<file path="config.mk">
export PLATFORM = sky130hd
export DESIGN_NAME = logic8_arbiter_flat
export DESIGN_NICKNAME = d
export VERILOG_FILES = /design/src/rtl/logic8_arbiter_pkg.sv /design/src/rtl/logic8_arbiter_if.sv /design/src/rtl/logic8_unit.sv /design/src/rtl/logic8_arbiter.sv /design/src/flat_wrapper.sv
export SDC_FILE = /design/constraint.sdc
export NUM_CORES = 1
export LEC_CHECK = 0
export BUFFER_PORTS_ARGS = -buffer_cell sky130_fd_sc_hd__buf_2
export CAP_MARGIN = 20
export CORE_AREA = 4 4 65 67
export CTS_CLUSTER_DIAMETER = 40
export DETAILED_ROUTE_END_ITERATION = 6
export DIE_AREA = 0 0 69 71
export HOLD_SLACK_MARGIN = 0.12
export PLACE_DENSITY = 0.87
export SYNTH_ARGS = -nofsm -noshare
export SYNTH_HDL_FRONTEND = slang
export SYNTH_SLANG_ARGS = --single-unit
</file>
<file path="constraint.sdc">
create_clock -name clk -period 3.88 [get_ports clk]
set_clock_uncertainty 0.1 [all_clocks]
set_input_delay 0.388 -clock clk [delete_from_list [all_inputs] [get_ports clk]]
set_output_delay 0.388 -clock clk [all_outputs]
set_load 0.02 [all_outputs]
</file>
<file path="src/rtl/logic8_arbiter_pkg.sv">
// rtl/logic8_arbiter_pkg.sv - shared op and FSM state encodings for logic8_arbiter
package logic8_arbiter_pkg;

    typedef enum logic [1:0] {
        OP_OR  = 2'b00,
        OP_AND = 2'b01,
        OP_XOR = 2'b10,
        OP_NOT = 2'b11
    } op_e;

    typedef enum logic {
        ST_IDLE = 1'b0,
        ST_HOLD = 1'b1
    } state_e;

endpackage

</file>
<file path="src/rtl/logic8_arbiter_if.sv">
// rtl/logic8_arbiter_if.sv - request/result bundle between two requesters, consumer and arbiter
interface logic8_arbiter_if #(
    parameter int WIDTH = 8
);
    logic [1:0]       reqValid;
    logic [1:0]       reqReady;
    logic [WIDTH-1:0] inA0;
    logic [WIDTH-1:0] inB0;
    logic [WIDTH-1:0] inA1;
    logic [WIDTH-1:0] inB1;
    logic [1:0]       op0;
    logic [1:0]       op1;
    logic [WIDTH-1:0] out;
    logic             outValid;
    logic             outId;
    logic             outReady;
    logic [7:0]       grantCount0;
    logic [7:0]       grantCount1;

    modport slave (
        input  reqValid, inA0, inB0, inA1, inB1, op0, op1, outReady,
        output reqReady, out, outValid, outId, grantCount0, grantCount1
    );

    modport master (
        output reqValid, inA0, inB0, inA1, inB1, op0, op1, outReady,
        input  reqReady, out, outValid, outId, grantCount0, grantCount1
    );
endinterface

</file>
<file path="src/rtl/logic8_unit.sv">
// rtl/logic8_unit.sv - combinational WIDTH-bit bitwise logic unit
module logic8_unit
    import logic8_arbiter_pkg::*;
#(
    parameter int WIDTH = 8
) (
    input  logic [WIDTH-1:0] inA,
    input  logic [WIDTH-1:0] inB,
    input  logic [1:0]       op,
    output logic [WIDTH-1:0] out
);

    always_comb begin
        out = '0;
        case (op_e'(op))
            OP_OR:  out = inA | inB;
            OP_AND: out = inA & inB;
            OP_XOR: out = inA ^ inB;
            OP_NOT: out = ~inA;
        endcase
    end

endmodule

</file>
<file path="src/rtl/logic8_arbiter.sv">
// rtl/logic8_arbiter.sv - round-robin share of one logic unit between two requesters
module logic8_arbiter
    import logic8_arbiter_pkg::*;
#(
    parameter int WIDTH = 8
) (
    input  logic            clk,
    input  logic            resetN,
    logic8_arbiter_if.slave bus
);

    state_e           state_q, state_d;
    logic             ptr_q, ptr_d;
    logic [WIDTH-1:0] out_q, out_d;
    logic             id_q, id_d;
    logic [7:0]       cnt0_q, cnt0_d;
    logic [7:0]       cnt1_q, cnt1_d;

    logic             grant0, grant1;
    logic [WIDTH-1:0] unit_a, unit_b, unit_out;
    logic [1:0]       unit_op;

    // Grant only from IDLE and never while reset is held; ptr_q names the preferred requester.
    always_comb begin
        grant0 = 1'b0;
        grant1 = 1'b0;
        if (resetN && state_q == ST_IDLE) begin
            if (bus.reqValid[0] && (!ptr_q || !bus.reqValid[1])) begin
                grant0 = 1'b1;
            end else if (bus.reqValid[1]) begin
                grant1 = 1'b1;
            end
        end
    end

    assign unit_a  = grant1 ? bus.inA1 : bus.inA0;
    assign unit_b  = grant1 ? bus.inB1 : bus.inB0;
    assign unit_op = grant1 ? bus.op1  : bus.op0;

    logic8_unit #(.WIDTH(WIDTH)) u_unit (
        .inA (unit_a),
        .inB (unit_b),
        .op  (unit_op),
        .out (unit_out)
    );

    always_comb begin
        state_d = state_q;
        ptr_d   = ptr_q;
        out_d   = out_q;
        id_d    = id_q;
        cnt0_d  = cnt0_q;
        cnt1_d  = cnt1_q;
        case (state_q)
            ST_IDLE: begin
                if (grant0 || grant1) begin
                    state_d = ST_HOLD;
                    out_d   = unit_out;
                    id_d    = grant1;
                    ptr_d   = grant0;
                    if (grant0) begin
                        cnt0_d = cnt0_q + 8'd1;
                    end else begin
                        cnt1_d = cnt1_q + 8'd1;
                    end
                end
            end
            ST_HOLD: begin
                if (bus.outReady) begin
                    state_d = ST_IDLE;
                end
            end
            default: state_d = ST_IDLE;
        endcase
    end

    always_ff @(posedge clk) begin
        if (!resetN) begin
            state_q <= ST_IDLE;
            ptr_q   <= 1'b0;
            out_q   <= '0;
            id_q    <= 1'b0;
            cnt0_q  <= 8'd0;
            cnt1_q  <= 8'd0;
        end else begin
            state_q <= state_d;
            ptr_q   <= ptr_d;
            out_q   <= out_d;
            id_q    <= id_d;
            cnt0_q  <= cnt0_d;
            cnt1_q  <= cnt1_d;
        end
    end

    assign bus.reqReady    = {grant1, grant0};
    assign bus.out         = out_q;
    assign bus.outValid    = (state_q == ST_HOLD);
    assign bus.outId       = id_q;
    assign bus.grantCount0 = cnt0_q;
    assign bus.grantCount1 = cnt1_q;

endmodule

</file>
<file path="src/flat_wrapper.sv">
// flat-port wrapper written by rule: the top's interface ports become plain ports
module logic8_arbiter_flat import logic8_arbiter_pkg::*;
#(
    parameter int WIDTH = 8
)
  (clk, resetN, bus_reqValid, bus_inA0, bus_inB0, bus_inA1, bus_inB1, bus_op0, bus_op1, bus_outReady, bus_reqReady, bus_out, bus_outValid, bus_outId, bus_grantCount0, bus_grantCount1);
  logic8_arbiter_if #(.WIDTH(WIDTH)) bus_i ();
  input  logic clk;
  input  logic resetN;
  input wire logic [$bits(bus_i.reqValid)-1:0] bus_reqValid;
  input wire logic [$bits(bus_i.inA0)-1:0] bus_inA0;
  input wire logic [$bits(bus_i.inB0)-1:0] bus_inB0;
  input wire logic [$bits(bus_i.inA1)-1:0] bus_inA1;
  input wire logic [$bits(bus_i.inB1)-1:0] bus_inB1;
  input wire logic [$bits(bus_i.op0)-1:0] bus_op0;
  input wire logic [$bits(bus_i.op1)-1:0] bus_op1;
  input wire logic [$bits(bus_i.outReady)-1:0] bus_outReady;
  output wire logic [$bits(bus_i.reqReady)-1:0] bus_reqReady;
  output wire logic [$bits(bus_i.out)-1:0] bus_out;
  output wire logic [$bits(bus_i.outValid)-1:0] bus_outValid;
  output wire logic [$bits(bus_i.outId)-1:0] bus_outId;
  output wire logic [$bits(bus_i.grantCount0)-1:0] bus_grantCount0;
  output wire logic [$bits(bus_i.grantCount1)-1:0] bus_grantCount1;
  assign bus_i.reqValid = bus_reqValid;
  assign bus_i.inA0 = bus_inA0;
  assign bus_i.inB0 = bus_inB0;
  assign bus_i.inA1 = bus_inA1;
  assign bus_i.inB1 = bus_inB1;
  assign bus_i.op0 = bus_op0;
  assign bus_i.op1 = bus_op1;
  assign bus_i.outReady = bus_outReady;
  assign bus_reqReady = bus_i.reqReady;
  assign bus_out = bus_i.out;
  assign bus_outValid = bus_i.outValid;
  assign bus_outId = bus_i.outId;
  assign bus_grantCount0 = bus_i.grantCount0;
  assign bus_grantCount1 = bus_i.grantCount1;
  logic8_arbiter #(.WIDTH(WIDTH)) u_core (.clk(clk), .resetN(resetN), .bus(bus_i));
endmodule
</file>
# [Yosys cells after proc, flatten, opt, wreduce, memory -nomap -nowiden]
# Cells that the tools add are included.
[totals] reg_bits=27 latchBits=0 mem_bits_rw=0 romBits=0 out_inout_bits=28 word_cells=39 memories=0
[classes] n_addsub=2 mul=0 n_div=0 magnitude_cmp=0 eq_ne=3 n_shift=0 n_mux=12 bitwise_logic=6 n_reduce_logical=10
[ops] cell="case mux 8 bit (4 select lines)" n=1
[ops] cell="adder 8 x 1 -> 8 bit, second input constant" n=2
[ops] cell="2-to-1 mux 8 bit" n=2
[ops] cell="bitwise AND 8 bit" n=1
[ops] cell="inverter 8 bit" n=1
[ops] cell="OR 8 bit" n=1
[ops] cell="bitwise XOR 8 bit" n=1
[ops] cell="2-to-1 mux 1 bit" n=7
[ops] cell="AND reduction 3 bit" n=2
[ops] cell="== test 2 bit, second input constant" n=2
[ops] cell="== test 2 x 1 -> 1 bit, second input constant" n=1
[ops] cell="logical AND 1 bit" n=2
[ops] cell="zero test 1 bit" n=2
[ops] cell="zero test 2 bit" n=1
[ops] cell="logical OR 1 bit" n=2
[ops] cell="2-to-1 mux 2 bit" n=1
[ops] cell="inverter 1 bit" n=2
[ops] cell="case mux 1 bit (2 select lines)" n=1
[ops] cell="AND reduction 2 bit" n=1

# [Logic depth before layout (Yosys ltp)]
# Gate-level depths: netlist of the first run.
[depth] ltp_word=8 ltp_mapped=6 mapped_depth_nobuf=4

# [By module]
# Synthesis of the first run repeated with hierarchy kept, for this count alone.
[hier_totals] hier_cells=239 area_unflattened_um2=1903.1
[by_module_without_submodules] mod="logic8_arbiter" n_inst=1 cells_per_inst=189 area_each_um2=1410.1
[by_module_without_submodules] mod="logic8_unit" n_inst=1 cells_per_inst=50 area_each_um2=493.0

# [Worst setup path after synthesis of the first run]
# No wires, ideal clock.
[synth_timing] path_kind="reg-to-output" startpoint="reg u_core.state_q, in the netlist u_core.bus.outValid" endpoint="out bus_reqReady[0]" arrival_ns=1.262 required_ns=3.392 slack_ns=2.130 stages_incl_launch_ff=6 cell_sequence="dfxtp_1 and3b_1 buf_6 and2_1 buf_2 buf_4"
[synth_via] elab_chain_len=3
[synth_lines] item="start: declaration" line_no="logic8_arbiter.sv:12" text="state_e state_q, state_d;"
[synth_lines] item="start signal: assignment" line_no="logic8_arbiter.sv:86" text="state_q <= state_d;"
[synth_lines] item="inverter 1 bit (no source line)"
[synth_lines] item="logical AND 1 bit" line_no="logic8_arbiter.sv:27" text="if (resetN && state_q == ST_IDLE) begin"
[synth_lines] item="2-to-1 mux 1 bit" line_no="logic8_arbiter.sv:27"
[synth_lines] item="end: declaration" line_no="flat_wrapper.sv:18" text="output wire logic [$bits(bus_i.reqReady)-1:0] bus_reqReady;"
# No other way between the ends.

# [Final worst setup path of the first run]
[layout_timing] startpoint="reg u_core.state_q, in the netlist u_core.bus.outValid" endpoint="out bus_reqReady[1]"
# The elaborated chain is that of the path after synthesis.

==> key figures, run 1 <==
Global route
  – Largest net degree at the start of global routing: 17
  – Initial antenna violation count: 0
  – GRT overflow: 0
  – Total GRT Usage: 0.1705
  – First-pass GRT wire length: 6920 um
  – Number of global-route vias before repair: 1577

Die
  – Initial Util: 0.4611
  – Row count: 22
  – Die area: 4899 um2
  – Num ports: 69
  – Area of the core: 3633 um2
  – Die Width: 69 um
  – Die H: 71 um

Worst setup path
  – CP max FO: 12
  – Max stage delay on crit path: 0.54 ns
  – Crit path required time: 3.39 ns
  – Crit end category: output pin
  – Buf/Inv on CP: 1
  – Largest delay share family, worst path: simple AND/OR/NAND/NOR gates
  – Kind of critical path: flop to output pin
  – Critical path, cell by cell: nand3b_4, nor2_2, buf_2
  – Worst path arrival time: 1.71 ns
  – Crit path launch type: flop
  – Slowest-stage cell, CP: nor2_2

Pwr
  – LEAKAGE: 0.0008845 uW
  – Design Power: 618.5 uW
  – Cell area power density: 300.3 nW/um2
  – Max VDD drop: 152.1 uV

Placed design
  – Port Buffers: 68
  – Detailed Place HPWL: 3289 um
  – Placer Congestion: 0.8576
  – DP Worst Slack: 1.744 ns

Drt
  – Via/cell ratio: 5.464
  – DR DRC count: 0
  – DRT Pass-1 Iters: 4
  – Routed vias: 1661
  – Drt wl/cell: 13.52 um
  – Total Routed Length: 4110 um
  – Post-route ant nets: 0
  – DRT iter0 DRCs: 31

Synth
  – Syn_nets: 238
  – Top cells by area, synth: dfxtp_1, xnor2_1, mux2i_1
  – Yosys warns: 0
  – Post-synth EDFFs: 0
  – Post-synthesis simple-gate area fraction: 0.2270
  – Largest family of logic cells by synthesized area: simple AND/OR/NAND/NOR gates
  – Syn avg cell area: 8.592 um2
  – Adder-cell share of the synthesized area: 0.01494
  – Mapped Cells: 195
  – Top_reg_cell synth: dfxtp_1
  – Yosys top cell by area: dfxtp_1
  – Synth Area in XOR/XNOR: 0.1359
  – Sequential fraction of the synthesis area: 0.3226
  – Fraction of registers with async set/reset: 0
  – Mux contribution to synthesized area: 0.05975
  – Cell Area, Synth: 1675 um2
  – Synth Area in Compound Gates: 0.1987
  – Netlist cell types: 42
  – Synth Register Bits: 27
  – Post-synth top area share: 0.3226

CTS
  – Clk pin slew, worst setup/hold paths: 0.09 ns
  – Bufs on Longest Clock Path: 2
  – Hold buffers post-CTS: 0
  – Post-CTS setup buffer count: 0
  – Worst skew pair latency: 0.28 ns
  – Root buffer cell: clkbuf_8
  – Total number of H-tree levels: 1
  – CTS Buf Count: 3
  – TritonCTS clock tree: built
  – Sink Count: 27
  – Post-cts resize count: 0

Hold path
  – Hold Crit Class: input pin to flop

Timing
  – Max-slew violations: 0
  – Slew @ Worst Pin: 0.6617 ns
  – Final worst path period need: 2.196 ns
  – Setup ws final: 1.684 ns
  – Slew margin rel.: 0.5584
  – Fin Setup TNS: 0 ns
  – Final count of negative-setup-slack endpoints: 0
  – Final period utilization: 0.5659
  – RSZ-0062 raised after global routing: no
  – Max Clk Rate: 455.4 MHz
  – Hold Fails Final Rpt: 0

Layout
  – Area growth syn-to-layout: 22.93%
  – Nets: 300
  – Layout fillers: 372
  – Antenna diodes: 0
  – Share of layout cells above drive strength 1: 0.3047
  – Fin util: 0.5668

Flow run
  – Max_cap viols: 0

Outcome
  – Status: finished clean
## Yosys cell counts, drive strengths merged (2+ instances only)
| cell | n |
|---|---|
| dfxtp | 27 |
| xnor2 | 20 |
| nand2 | 18 |
| nor2 | 15 |
| o21ai | 11 |
| a21oi | 10 |
| mux2i | 10 |
| buf | 8 |
| nand3b | 7 |
| o21a | 7 |
| o221ai | 7 |
| o22ai | 7 |
| nand3 | 6 |
| xor2 | 6 |
| nand4 | 5 |
| and2 | 3 |
| clkbuf | 3 |
| and3 | 2 |
| ha | 2 |
| nand2b | 2 |
| nor2b | 2 |
| nor4 | 2 |
| o211ai | 2 |
| o22a | 2 |
## layout by cell type, fill, tap and decap left out, drive strengths merged, types with 3 or more instances in the layout
| master | n |
|---|---|
| nor2 | 15 |
| o21ai | 11 |
| nand2 | 18 |
| and2 | 3 |
| xor2 | 6 |
| dfxtp | 27 |
| o221ai | 7 |
| o21a | 7 |
| buf | 68 |
| nand3b | 7 |
| nand4 | 5 |
| mux2i | 10 |
| o22ai | 7 |
| xnor2 | 20 |
| nand3 | 6 |
| a21oi | 10 |
| clkbuf | 3 |
## worst min-delay path: stages
cell,delay (ns)
buf_2,0.07
nand2b_1,0.09
a21oi_1,0.06
## sequential cells by signal (all words and copies together), names as in the netlist
register	count
u_core.bus.grantCount0	8
u_core.bus.outValid	1
u_core.bus.out	8
u_core.ptr_q	1
u_core.bus.grantCount1	8
u_core.bus.outId	1
## metrics by stage
stage	hold WS, ns	cell area [um2]	instances
finish	0.2619	2059	304
global route	0.2941	2059	304
CTS	0.2594	2059	304
detailed placement	0.3755	2011	300
global placement	0.3661	2011	300
floorplan	0.3958	1675	195
## where the power goes
part           switching (uW)  total (uW)  internal (uW)
Sequential               9.37         299            290
Clock                    93.4         167           73.1
Combinational            85.7         153           67.3
## path summary, 6_finish.rpt
kind | to | depth (start not counted) | slack [ns] | startpoint
max | bus_reqReady[1] | 3 | 1.68 | u_core.bus.outValid
min | u_core.bus.outValid | 3 | 0.26 | bus_outReady
max reg2reg | u_core.bus.out[1] | 4 | 2.14 | u_core.bus.outValid
min reg2reg | u_core.bus.grantCount0[1] | 2 | 0.39 | u_core.bus.grantCount0[1]
## layer usage
metal,vias up,share of wire,GRT usage,wire length [um]
li1,830,-,-,-
met1,754,0.43,0.2069,1754
met2,68,0.47,0.2881,1935
met3,9,0.081,0.04545,334
met4,0,0.021,0.06508,85
met5,-,0,0,0
## layout make-up
| type | instances | area (um2) | share of cell area |
|---|---|---|---|
| repair buffers | 68 | 340.3 | 0.1652 |
| flip-flops and latches | 27 | 540.5 | 0.2625 |
| clock inverters | 1 | 7.507 | 0.003645 |
| multi-input cells | 156 | 1066 | 0.5176 |
| well taps | 48 | 60.06 | 0.02916 |
| clock buffers | 3 | 41.29 | 0.02005 |
| inverters | 1 | 3.754 | 0.001823 |
## kinds of logic after synthesis
| logic type | after synthesis |
|---|---|
| compound gates | 50 |
| xor+xnor | 26 |
| fa+ha+maj | 2 |
| buf+inv | 12 |
| flops | 27 |
| mux | 10 |
| simple gates | 68 |
(Power assumes the default switching activity.)
==> run 2, diff against run 1 <==
--- a/config.mk
+++ b/config.mk
@@ -5,14 +5,15 @@
 export SDC_FILE = /design/constraint.sdc
 export NUM_CORES = 1
 export LEC_CHECK = 0
+export ABC_AREA = 1
 export BUFFER_PORTS_ARGS = -buffer_cell sky130_fd_sc_hd__buf_2
 export CAP_MARGIN = 20
-export CORE_AREA = 4 4 65 67
+export CORE_AREA = 4 4 69 71
 export CTS_CLUSTER_DIAMETER = 40
 export DETAILED_ROUTE_END_ITERATION = 6
-export DIE_AREA = 0 0 69 71
+export DIE_AREA = 0 0 73 75
 export HOLD_SLACK_MARGIN = 0.12
-export PLACE_DENSITY = 0.87
+export PLACE_DENSITY = 0.84
 export SYNTH_ARGS = -nofsm -noshare
 export SYNTH_HDL_FRONTEND = slang
 export SYNTH_SLANG_ARGS = --single-unit
==> constraint.sdc (replaced) <==
create_clock -name clk -period 2.2 [get_ports clk]
set_clock_uncertainty 0.1 [all_clocks]
set_input_delay 0.22 -clock clk [delete_from_list [all_inputs] [get_ports clk]]
set_output_delay 0.22 -clock clk [all_outputs]
set_load 0.02 [all_outputs]
==> run 2 against run 1 <==
Register-to-register slack got worse by 1.6 ns; non-clock buffer count is 5 higher; sequential power increased by 78%; setup slack worse by 1.2 ns; die area grew 12%; critical path depth grew 8; synthesized cell count rose by 66%; combinational power grew 120%; final cell count rose by 45%.
==> key figures, run 2 <==
Worst setup path
  – R2r startpoint: u_core.bus.outValid
  – Most numerous cell on the critical path: nand3_1
  – Max stage delay on crit path: 0.35 ns
  – Critical path, cell by cell: inv_1, nand3_1, inv_2, buf_4, nand3_1, nand2_1, nand2_1, nand3_1, nand3_1, nand2_1, inv_1
  – Buf/Inv on CP: 4
  – Crit end category: flop
  – Kind of critical path: flop to flop
  – Crit path required time: 2.27 ns
  – CP max FO: 15
  – R2r setup slk: 0.53 ns
  – Reg2reg end: u_core.bus.out[7]
  – Largest delay share family, worst path: simple AND/OR/NAND/NOR gates
  – R2R depth: 11
  – Slowest-stage cell, CP: dfxtp_1
  – Crit path launch type: flop
  – Worst path arrival time: 1.75 ns

Layout
  – Most common cell after layout, fill and taps aside: nand2_1
  – Most frequent cells in the layout: nand2_1, buf_2, inv_1
  – Nets: 432
  – Share of layout cells above drive strength 1: 0.2397
  – Area growth syn-to-layout: 22.64%
  – Fin util: 0.5458
  – Finished Layout Cells: 440
  – Antenna diodes: 0

Die
  – Num ports: 69
  – Die H: 75 um
  – Die area: 5475 um2
  – Die Width: 73 um
  – Row count: 24
  – Area of the core: 4234 um2
  – Initial Util: 0.4450

Synth
  – Post-synth top area share: 0.2869
  – Sequential fraction of the synthesis area: 0.2869
  – Top cells by area, synth: dfxtp_1, nand2_1, inv_1
  – Synth Register Bits: 27
  – Top_reg_cell synth: dfxtp_1
  – Syn avg cell area: 5.834 um2
  – Yosys warns: 0
  – Mapped Cells: 323
  – Syn_nets: 366
  – Yosys top cell by area: dfxtp_1
  – Netlist cell types: 28
  – Most common cell in the netlist: nand2_1
  – Most frequent cells after synthesis: nand2_1, inv_1, nand3_1
  – Post-synth EDFFs: 0
  – Fraction of registers with async set/reset: 0
  – Cell Area, Synth: 1884 um2

CTS
  – CTS Buf Count: 3
  – Bufs on Longest Clock Path: 2
  – TritonCTS clock tree: built
  – Post-CTS setup buffer count: 0
  – Clk pin slew, worst setup/hold paths: 0.10 ns
  – Sink Count: 27
  – Total number of H-tree levels: 1
  – Root buffer cell: clkbuf_8
  – Worst skew pair latency: 0.27 ns

Timing
  – Final period utilization: 0.7610
  – Setup ws final: 0.5258 ns
  – Final hold slack: 0.1476 ns
  – Max-slew violations: 0
  – Final worst path period need: 1.674 ns
  – Max Clk Rate: 597.3 MHz
  – RSZ-0062 raised after global routing: no
  – Slew margin rel.: 0.8319
  – Hold Fails Final Rpt: 0
  – Slew @ Worst Pin: 0.2503 ns
  – Fin Setup TNS: 0 ns
  – Final count of negative-setup-slack endpoints: 0

Global route
  – First-pass GRT wire length: 8073 um
  – Largest net degree at the start of global routing: 33
  – GRT overflow: 0
  – Number of global-route vias before repair: 1993
  – Initial antenna violation count: 0
  – Total GRT Usage: 0.1818

Hold path
  – Hold endpoint: u_core.bus.grantCount1[7]
  – Hold Crit Class: input pin to flop
  – Hold Crit Depth: 3
  – Hold Crit Start: resetN

Pwr
  – Max VDD drop: 303.3 uV
  – Cell area power density: 494.4 nW/um2
  – LEAKAGE: 0.001429 uW

Drt
  – DRT Pass-1 Iters: 4
  – Total Routed Length: 4630 um
  – DRT iter0 DRCs: 92
  – DR DRC count: 0
  – Via/cell ratio: 4.873
  – Routed vias: 2144
  – Drt wl/cell: 10.52 um
  – Post-route ant nets: 0

Placed design
  – Detailed Place HPWL: 3777 um
  – Placer Congestion: 0.8161
  – DP Worst Slack: 0.5052 ns
  – Dpl cells: 435
  – Port Buffers: 68

Flow run
  – Max_cap viols: 0

Outcome
  – Status: finished clean
run 2: changes by cell type after synthesis, moves of 7 or more:
cell,delta
o221ai_1,-7
xnor2_1,-19
o21ai_0,+10
mux2i_1,-10
o22ai_1,-7
inv_1,+64
nand3_1,+38
nand2_1,+88
run 2: metal layers:
metal / GRT usage / wire length (um)
met1: 0.1979 / 1858
met2: 0.3674 / 2435
met3: 0.03471 / 311
met4: 0.02459 / 23
met5: 0 / 0
run 2: layout make-up:
cell class	count	area (um2)
clock buffers	3	41.29
clock inverters	1	7.507
fillers	438	1923
inverters	69	259.0
multi-input cells	215	1005
flip-flops and latches	27	540.5
well taps	52	65.06
repair buffers	73	392.9
run 2: repair_timing:
item                                   in CTS  in global routing
hold buffers                                1                  0
endpoints found under the hold margin       1                  0
resized for setup                           0                  0
run 2: worst reg2reg max path: stages, from the launching register on:
cell,delay (ns)
dfxtp_1,0.35
inv_1,0.08
nand3_1,0.18
inv_2,0.16
buf_4,0.20
nand3_1,0.09
nand2_1,0.07
nand2_1,0.07
nand3_1,0.09
nand3_1,0.09
nand2_1,0.08
inv_1,0.03
run 2: how the worst max path moves through the flow:
stage                                    from                 to  depth (start not counted)
after floorplan           u_core.bus.outValid  u_core.bus.out[3]                         10
after global placement                 resetN  u_core.bus.out[4]                         13
after detailed placement               resetN  u_core.bus.out[4]                         13
after CTS                 u_core.bus.outValid  u_core.bus.out[4]                         10
after global routing             u_core.ptr_q  u_core.bus.out[4]                         11
final                     u_core.bus.outValid  u_core.bus.out[7]                         11
run 2: cells by family after synthesis:
logic type,count (synthesis),synth area share
buffers and inverters,81,0.1799
adders and majority gates,2,0.01328
xor gates and xnor gates,1,0.004649
DFF,27,0.2869
and+or+nand+nor,176,0.4104
AOI/OAI and AO/OA,36,0.1049
run 2: through the flow:
step	cell area, um2	total power, uW
2_1_floorplan	1884	768.2
3_3_place_gp	2252	865.4
3_5_place_dp	2252	873.1
4_1_cts	2311	1158
5_1_grt	2311	1232
6_report	2311	1142
run 2: where the power goes:
group | internal (uW) | total [uW] | switching, uW | leakage [uW]
registers | 515 | 533 | 17.8 | 0.000220
logic | 123 | 329 | 206 | 0.00119
clock network | 128 | 281 | 152 | 0.0000217
==> run 3, diff against run 2 <==
==> constraint.sdc (replaced) <==
create_clock -name clk -period 1.55 [get_ports clk]
set_clock_uncertainty 0.1 [all_clocks]
set_input_delay 0.155 -clock clk [delete_from_list [all_inputs] [get_ports clk]]
set_output_delay 0.155 -clock clk [all_outputs]
set_load 0.02 [all_outputs]
==> run 3 against run 2 <==
Count of clock-buffer cells in the layout unchanged; largest power group unchanged; combinational power up 83%; die area unchanged; highest routed layer unchanged; the run now ends with negative setup slack left; clock power up 44%; critical path depth up 1.
==> key figures, run 3 (same netlist as run 2, synthesis figures left out) <==
Global route
  – GRT overflow: 0
  – Initial antenna violation count: 0
  – Total GRT Usage: 0.1680
  – First-pass GRT wire length: 7479 um
  – Number of global-route vias before repair: 1858
  – Largest net degree at the start of global routing: 33

Timing
  – Slew @ Worst Pin: 0.2461 ns
  – Slew margin rel.: 0.8347
  – RSZ-0062 raised after global routing: yes
  – Hold Fails Final Rpt: 0
  – Max Clk Rate: 629.9 MHz
  – Max-slew violations: 0
  – Final worst path period need: 1.588 ns
  – Setup ws final: -0.03761 ns
  – Fin Setup TNS: -0.1228 ns
  – Final count of negative-setup-slack endpoints: 5
  – Final period utilization: 1.024

CTS
  – Sink Count: 27
  – Total number of H-tree levels: 1
  – Bufs on Longest Clock Path: 2
  – Clk pin slew, worst setup/hold paths: 0.10 ns
  – Root buffer cell: clkbuf_8
  – Worst skew pair latency: 0.28 ns
  – TritonCTS clock tree: built
  – CTS Buf Count: 3

Drt
  – DRT Pass-1 Iters: 4
  – Post-route ant nets: 0
  – DR DRC count: 0
  – Via/cell ratio: 4.824
  – Drt wl/cell: 11.36 um
  – Routed vias: 2214
  – DRT iter0 DRCs: 87
  – Total Routed Length: 5213 um

Die
  – Initial Util: 0.4450
  – Die Width: 73 um
  – Num ports: 69
  – Row count: 24
  – Die H: 75 um
  – Area of the core: 4234 um2
  – Die area: 5475 um2

Placed design
  – Detailed Place HPWL: 3739 um
  – Port Buffers: 68
  – Dpl cells: 449
  – Placement Cell Area: 2396 um2
  – Placer Congestion: 0.8613

Outcome
  – Status: finished with violations
  – Failing checks: negative setup slack

Pwr
  – Clk pwr share: 0.229
  – Sw Pwr: 595.1 uW
  – Sw frac: 0.3371
  – Int Power: 1170 uW
  – Cell area power density: 656.6 nW/um2
  – LEAKAGE: 0.001600 uW
  – Logic pwr share: 0.341
  – Max VDD drop: 552.6 uV
  – Design Power: 1765 uW
  – Sequential share of power: 0.430

Hold path
  – Hold Crit Depth: 5
  – Hold Crit Class: input pin to flop

Worst setup path
  – CP max FO: 8
  – Worst path arrival time: 1.66 ns
  – Crit path required time: 1.63 ns
  – Kind of critical path: flop to flop
  – Crit path launch type: flop
  – R2R depth: 12
  – Crit end category: flop

Layout
  – Fin util: 0.6350
  – Most common cell after layout, fill and taps aside: nand2_1
  – Design Area, Final: 2689 um2
  – Multi-input logic area: 1134 um2
  – Most frequent cells in the layout: nand2_1, buf_2, inv_1
  – Area growth syn-to-layout: 42.70%
  – Share of layout cells above drive strength 1: 0.3415
  – Antenna diodes: 0
  – Register area: 545.5 um2
  – Finished Layout Cells: 459
  – Nets: 451
  – Layout fillers: 380

Flow run
  – Max_cap viols: 0
[run 3: cell count changes in the layout (fill, tap and decap cells not counted), moves of 3 or more]
cell     delta
nand2_1    -16
buf_4      +10
nand3_4     +3
nand2_4     +4
nand2_2    +12
buf_12      +3
buf_6       +5
nand3_1     -5
[run 3: final timing paths]
kind / start / end / slack (ns)
hold / removal: resetN / u_core.bus.out[5] / 0.17
hold reg to reg: u_core.bus.grantCount0[1] / u_core.bus.grantCount0[1] / 0.40
setup reg to reg: u_core.ptr_q / u_core.bus.out[2] / -0.04
setup / recovery: u_core.ptr_q / u_core.bus.out[2] / -0.04
[run 3: final cells by class]
type	count	share of cell area
repair buffers	92	0.2359
inverters	69	0.09725
flip-flops and latches	27	0.2029
well taps	52	0.02420
clock buffers	3	0.01536
multi-input cells	215	0.4216
clock inverters	1	0.002792
[run 3: power groups by stage]
stage          registers (uW)  clock network [uW]  logic, uW
6_report                  759                 404        602
3_3_place_gp              770                   0        509
5_1_grt                   764                 447        668
2_1_floorplan             810                   0        281
4_1_cts                   755                 420        531
3_5_place_dp              770                   0        519
[run 3: metrics by stage]
step | hold WS [ns] | worst slack [ns]
after floorplan | 0.2125 | 0.03045
after global placement | 0.3332 | 0.05231
after detailed placement | 0.3344 | -0.01703
after CTS | 0.1512 | 0.001050
after global routing | 0.2304 | -0.1322
final | 0.1722 | -0.03761
[run 3: worst max-delay path, stage by stage (launching register included)]
cell,delay [ns]
dfxtp_2,0.36
nand2_2,0.07
nand2_4,0.10
nand3_4,0.15
clkbuf_16,0.21
nand2_2,0.05
nand2_1,0.04
nand2_1,0.09
nand2_1,0.06
nand2_1,0.08
nand3_2,0.07
nand2_2,0.07
inv_1,0.03
[run 3: timing repair]
action,in CTS,in global routing
cloned,0,2
setup buffers,1,1
pin swaps,1,16
hold buffers,2,0
hold endpoints to repair,2,0
resized for setup,5,41
setup endpoints to repair,3,12
[run 3: layer usage]
layer	routed length, um	global-route usage
met5	0	0
met3	316	0.03872
met2	2664	0.3188
met4	76	0.03893
met1	2156	0.1893
